--- src/rtl/param_registerfile_stepper.sv ---
// Combinational +/-1 on a full address pair, flagging when the step rolls over
// (all-ones on increment, zero on decrement).
module addr_stepper #(
  parameter int W = 16
) (
  input  logic [W-1:0] i_value,
  input  logic         i_dir,
  output logic [W-1:0] o_value,
  output logic         o_wrap
);

  assign o_value = i_dir ? (i_value - W'(1)) : (i_value + W'(1));
  assign o_wrap  = i_dir ? (i_value == '0) : (i_value == '1);

endmodule

--- src/rtl/param_registerfile.sv ---
// General register file whose registers pair up into address registers, with
// three read ports, one address read port, and a per-pair increment/decrement.
module param_registerfile #(
  parameter int DATA_W = 8,
  parameter int NREGS  = 8,
  parameter int SEL_W  = 3,
  parameter int PSEL_W = 2
) (
  input  logic                CLK,
  input  logic                RST_bar,
  input  logic                MAIN_LOAD_bar,
  input  logic [SEL_W-1:0]    MAIN_LOAD_SEL,
  input  logic [DATA_W-1:0]   MAIN_in,
  input  logic                MAIN_ASSERT_bar,
  input  logic [SEL_W-1:0]    MAIN_ASSERT_SEL,
  output logic [DATA_W-1:0]   MAIN_out,
  input  logic                LHS_ASSERT_bar,
  input  logic [SEL_W-1:0]    LHS_ASSERT_SEL,
  output logic [DATA_W-1:0]   LHS_out,
  input  logic                RHS_ASSERT_bar,
  input  logic [SEL_W-1:0]    RHS_ASSERT_SEL,
  output logic [DATA_W-1:0]   RHS_out,
  input  logic                ADDR_LOAD_bar,
  input  logic [PSEL_W-1:0]   ADDR_LOAD_SEL,
  input  logic [2*DATA_W-1:0] ADDR_in,
  input  logic                ADDR_STEP,
  input  logic                ADDR_DIR,
  input  logic [PSEL_W-1:0]   ADDR_STEP_SEL,
  input  logic                ADDR_ASSERT_bar,
  input  logic [PSEL_W-1:0]   ADDR_ASSERT_SEL,
  output logic [2*DATA_W-1:0] ADDR_out,
  output logic                ADDR_WRAP
);

  localparam int NPAIRS = NREGS / 2;
  localparam int AW     = 2 * DATA_W;

  logic [DATA_W-1:0] r_regs [NREGS];
  logic              r_wrap;
  logic [DATA_W-1:0] w_next [NREGS];
  logic [AW-1:0]     w_stepIn;
  logic [AW-1:0]     w_stepOut;
  logic              w_stepWrap;
  logic [NPAIRS-1:0] w_stepPair;

  // A step is dropped outright when either load touches any byte of its pair.
  always_comb begin
    w_stepIn   = '0;
    w_stepPair = '0;
    for (int k = 0; k < NPAIRS; k++) begin
      if (ADDR_STEP && (ADDR_STEP_SEL == PSEL_W'(k))) begin
        w_stepIn      = {r_regs[2*k+1], r_regs[2*k]};
        w_stepPair[k] = !((!ADDR_LOAD_bar && (ADDR_LOAD_SEL == PSEL_W'(k))) ||
                          (!MAIN_LOAD_bar && ((MAIN_LOAD_SEL == SEL_W'(2*k)) ||
                                              (MAIN_LOAD_SEL == SEL_W'(2*k+1)))));
      end
    end
  end

  addr_stepper #(.W(AW)) u_stepper (
    .i_value (w_stepIn),
    .i_dir   (ADDR_DIR),
    .o_value (w_stepOut),
    .o_wrap  (w_stepWrap)
  );

  always_comb begin
    for (int i = 0; i < NREGS; i++) begin
      w_next[i] = r_regs[i];
      if (!ADDR_LOAD_bar && (ADDR_LOAD_SEL == PSEL_W'(i/2))) begin
        w_next[i] = (i % 2 == 1) ? ADDR_in[AW-1:DATA_W] : ADDR_in[DATA_W-1:0];
      end else if (!MAIN_LOAD_bar && (MAIN_LOAD_SEL == SEL_W'(i))) begin
        w_next[i] = MAIN_in;
      end else if (w_stepPair[i/2]) begin
        w_next[i] = (i % 2 == 1) ? w_stepOut[AW-1:DATA_W] : w_stepOut[DATA_W-1:0];
      end
    end
  end

  always_ff @(posedge CLK or negedge RST_bar) begin
    if (!RST_bar) begin
      for (int i = 0; i < NREGS; i++) r_regs[i] <= '0;
      r_wrap <= 1'b0;
    end else begin
      r_regs <= w_next;
      r_wrap <= (|w_stepPair) && w_stepWrap;
    end
  end

  assign ADDR_WRAP = r_wrap;

  // Reads see current state only; unmatched or de-asserted selects give zero.
  always_comb begin
    MAIN_out = '0;
    LHS_out  = '0;
    RHS_out  = '0;
    ADDR_out = '0;
    for (int i = 0; i < NREGS; i++) begin
      if (!MAIN_ASSERT_bar && (MAIN_ASSERT_SEL == SEL_W'(i))) MAIN_out = r_regs[i];
      if (!LHS_ASSERT_bar && (LHS_ASSERT_SEL == SEL_W'(i)))   LHS_out  = r_regs[i];
      if (!RHS_ASSERT_bar && (RHS_ASSERT_SEL == SEL_W'(i)))   RHS_out  = r_regs[i];
    end
    for (int k = 0; k < NPAIRS; k++) begin
      if (!ADDR_ASSERT_bar && (ADDR_ASSERT_SEL == PSEL_W'(k))) ADDR_out = {r_regs[2*k+1], r_regs[2*k]};
    end
  end

endmodule

--- config.mk ---
export PLATFORM = sky130hd
export DESIGN_NAME = param_registerfile
export DESIGN_NICKNAME = d
export VERILOG_FILES = /design/src/rtl/param_registerfile_stepper.sv /design/src/rtl/param_registerfile.sv
export SDC_FILE = /design/constraint.sdc
export NUM_CORES = 1
export LEC_CHECK = 0
export BUFFER_PORTS_ARGS = -buffer_cell sky130_fd_sc_hd__buf_2
export CAP_MARGIN = 20
export CORE_ASPECT_RATIO = 0.6
export CORE_UTILIZATION = 57
export CTS_BUF_LIST = sky130_fd_sc_hd__clkbuf_8
export DETAILED_ROUTE_END_ITERATION = 12
export GPL_TIMING_DRIVEN = 0
export PLACE_DENSITY_LB_ADDON = 0.08
export SETUP_SLACK_MARGIN = 0.4
export SYNTH_ARGS = -nofsm -noshare
export SYNTH_HDL_FRONTEND = slang
export SYNTH_HIERARCHICAL = 1
export SYNTH_SLANG_ARGS = --single-unit
--- constraint.sdc ---
create_clock -name CLK -period 3.55 [get_ports CLK]
set_input_delay 0.5325 -clock CLK [delete_from_list [all_inputs] [get_ports CLK]]
set_output_delay 0.5325 -clock CLK [all_outputs]
set_load 0.005 [all_outputs]
==> results.cfg <==
[status]
status = completed

[finish]
drive_gt1_frac = 0.315
fin_util = 0.702
fin_area_um2 = 8550
nNetsFinal = 961
fin_cells = 1066
area_growth_pct = 18.8

[placement]
dp_cells = 1030
place_area_um2 = 7840
dp_hpwl_um = 23300
port_buffers = 74
place_ws_ps = -209
place.gp.congestion = 1.07

[sta]
tns_ps = 0
setup_ws_ps = 291
rsz0062_at_grt = true
drv_slew = 0
fmax_mhz = 307
min_period_ps = 3260
fin_crit_sh = 0.918
holdWs_ps = 268
setup_viol = 0
hold_viol_final = 0
tightest_slew_ps = 1140
slew_headroom = 0.242
fin_skew_ps = 19.5

[cts]
h-tree-depth = 3
cts_hold_buf = 0
clk_pin_slew_ps = 90
cts_buffers = 9
root_buffer = clkbuf_8
cts_tree = done
insertion_delay_ps = 370
clock-sinks = 65
cts_buffer_depth = 2

[yosys]
synth_edf_count = 0
synth_area_um2 = 7200
synth_cell_types = 70
synth_xor_xnor_area_share = 0.0182
synth_fp_nets = 858
yosys.area.top_type_share = 0.226
avgSynthCellArea_um2 = 9.10
synth-compound-area-share = 0.216
synth_top_family_by_area = multiplexers
synth_seq_area_share = 0.226
ys_ff_latch = 65
synth-adder-area-share = 0.0271
muxShareOfSynthArea = 0.303
yosys.area.top_type = dfrtp_1
synthCells = 791
netlist_top_cells_area = dfrtp_1 (23%), mux4_2 (16%), mux2i_1 (10%)
synthFlopType = dfrtp_1
async_flop_share = 1.00
synth-simple-area-share = 0.154
yosys_warnings = 6

[route]
remaining_drc_errors = 0
antenna_left = 0
num_vias = 8289
drt_iter0_markers = 1338
wl_um = 32600
first_pass_iters = 7
viasPerCell = 7.78
wl_per_cell_um = 30.5

[global_route]
grt_max_degree = 66
grt_pass1_wl_um = 45800
overflow = 0
grt_usage = 0.484
grt_antenna_before_repair = 0
grt_pass1_vias = 7384

[critical_path]
crit_buf_inv = 3
path_class = in -> reg
cp_data_arrival_time_ps = 3470
critPathMaxStageDelay_ps = 540
cp_slowest_cell = mux4_2
r2r_slack_ps = 310
end_kind = register
path_cells = buf_8 > buf_12 > bufbuf_16 > mux4_2 > and2_4 > ha_4 > nand2_1 > nor3_2 > a21oi_2 > o211ai_1 > xnor2_2 > mux2i_1 > a21oi_1
crit_path_max_fanout = 5
crit_family = multiplexers
start_kind = input pin
cp_data_required_time_ps = 3760

[power_and_ir_drop]
p_leak_nw = 3.47
vdd_ir_drop_max_uv = 421
powerDensity_nw_per_um2 = 590
fin_total_pwr_mw = 5.04

[die]
ios = 93
die-area_um2 = 13100
coreArea_um2 = 12200
std_cell_rows = 31
dieWidth_um = 147
die_h_um = 89.1
start_util = 0.591

[min_path]
hp-class = in -> async

[flow_run]
maxCapViolCount = 0
## metal layers
layer  global-route usage  wire length (um)
met1                0.655             11800
met2                0.648             12300
met3                0.245              6530
met4                0.202              1910
met5                    0                38
## final timing paths
kind | to | depth (start not counted) | from
max | r_regs[23] | 13 | ADDR_STEP_SEL[0]
min in group CLK | r_regs[1] | 3 | ADDR_in[9]
max in group asynchronous | r_regs[1] | 1 | RST_bar
min reg2reg | r_regs[52] | 2 | r_regs[52]
max reg2reg | r_regs[18] | 11 | r_regs[58]
min | r_regs[8] | 1 | RST_bar
## where the power goes
group	total (mW)	internal (mW)	switching (mW)
Clock	0.740	0.415	0.325
Sequential	1.78	0.981	0.796
Combinational	2.53	1.29	1.24
Total	5.04	2.69	2.36
## timing repair
action                                  in CTS  in global routing
resized for setup                           31                 33
buffers inserted                             9                  5
cloned                                       2                  0
hold endpoints to repair                     0                  0
endpoints found under the setup margin      32                 35
pin swaps                                   17                 16
## cell families after synthesis
kind of cell | count (synthesis)
buffers and inverters | 87
adder cells (fa/ha/maj) | 15
XOR/XNOR | 15
multiplexers | 149
AO/OA/AOI/OAI | 245
AND/OR/NAND/NOR | 215
flip-flops | 65
## cell usage after synthesis, types with 8 or more instances
library cell and n:
a211oi_1 12, a21oi_1 84, a31oi_1 22, and2_1 17
buf_2 21, clkbuf_1 25, clkbuf_2 8, dfrtp_1 65
ha_1 14, inv_1 20, mux2_2 19, mux2_4 8
mux2i_1 72, mux4_2 50, nand2_1 52, nand2b_1 13
nand3_1 15, nor2_1 44, nor2b_1 27, nor3_1 14
o21ai_0 20, o22ai_1 53, xnor2_1 10
## registers in the layout, summed over array words and instances (netlist names)
| signal | cells |
|---|---|
| r_regs | 64 |
| ADDR_WRAP | 1 |
## worst reg2reg max path, stage by stage (launching register included)
cell and delay (ps):
dfrtp_1 570, mux4_2 540, and2_1 230, ha_4 280, a21o_4 230, a311oi_4 290, buf_6 170, o21ai_2 80
a311oi_2 280, nor3_2 130, mux2i_1 170, a21oi_1 100
## cells in the final DEF (no fill, tap or decap), types with 6 or more instances in the layout
cell type  instances
nand2b_1          13
a31oi_1           22
nand3_1           13
mux2i_1           71
inv_1             20
nor3_1            11
mux2_2            19
dfrtp_1           61
and2_1            10
a211oi_1          12
ha_4               7
a21oi_1           78
mux4_2            50
o21ai_0           17
nor2_1            42
nor2b_1           27
xnor2_2            7
nand4_1            7
mux2_4             8
o221ai_1           6
o22ai_1           52
clkbuf_2           9
nand2_1           52
a22o_1             6
clkbuf_1          23
buf_2             93
clkbuf_8          10
buf_4             17
## area by class of cell
type	count	area, um2
multi-input cells	639	5460
fillers	948	3630
flip-flops and latches	65	1630
repair buffers	92	584
plain buffers	66	355
well taps	165	206
clock buffers	10	138
clock inverters	6	91.3
inverters	21	78.8
diodes	2	5.00
Note: power is estimated with default switching activity, not from simulation.
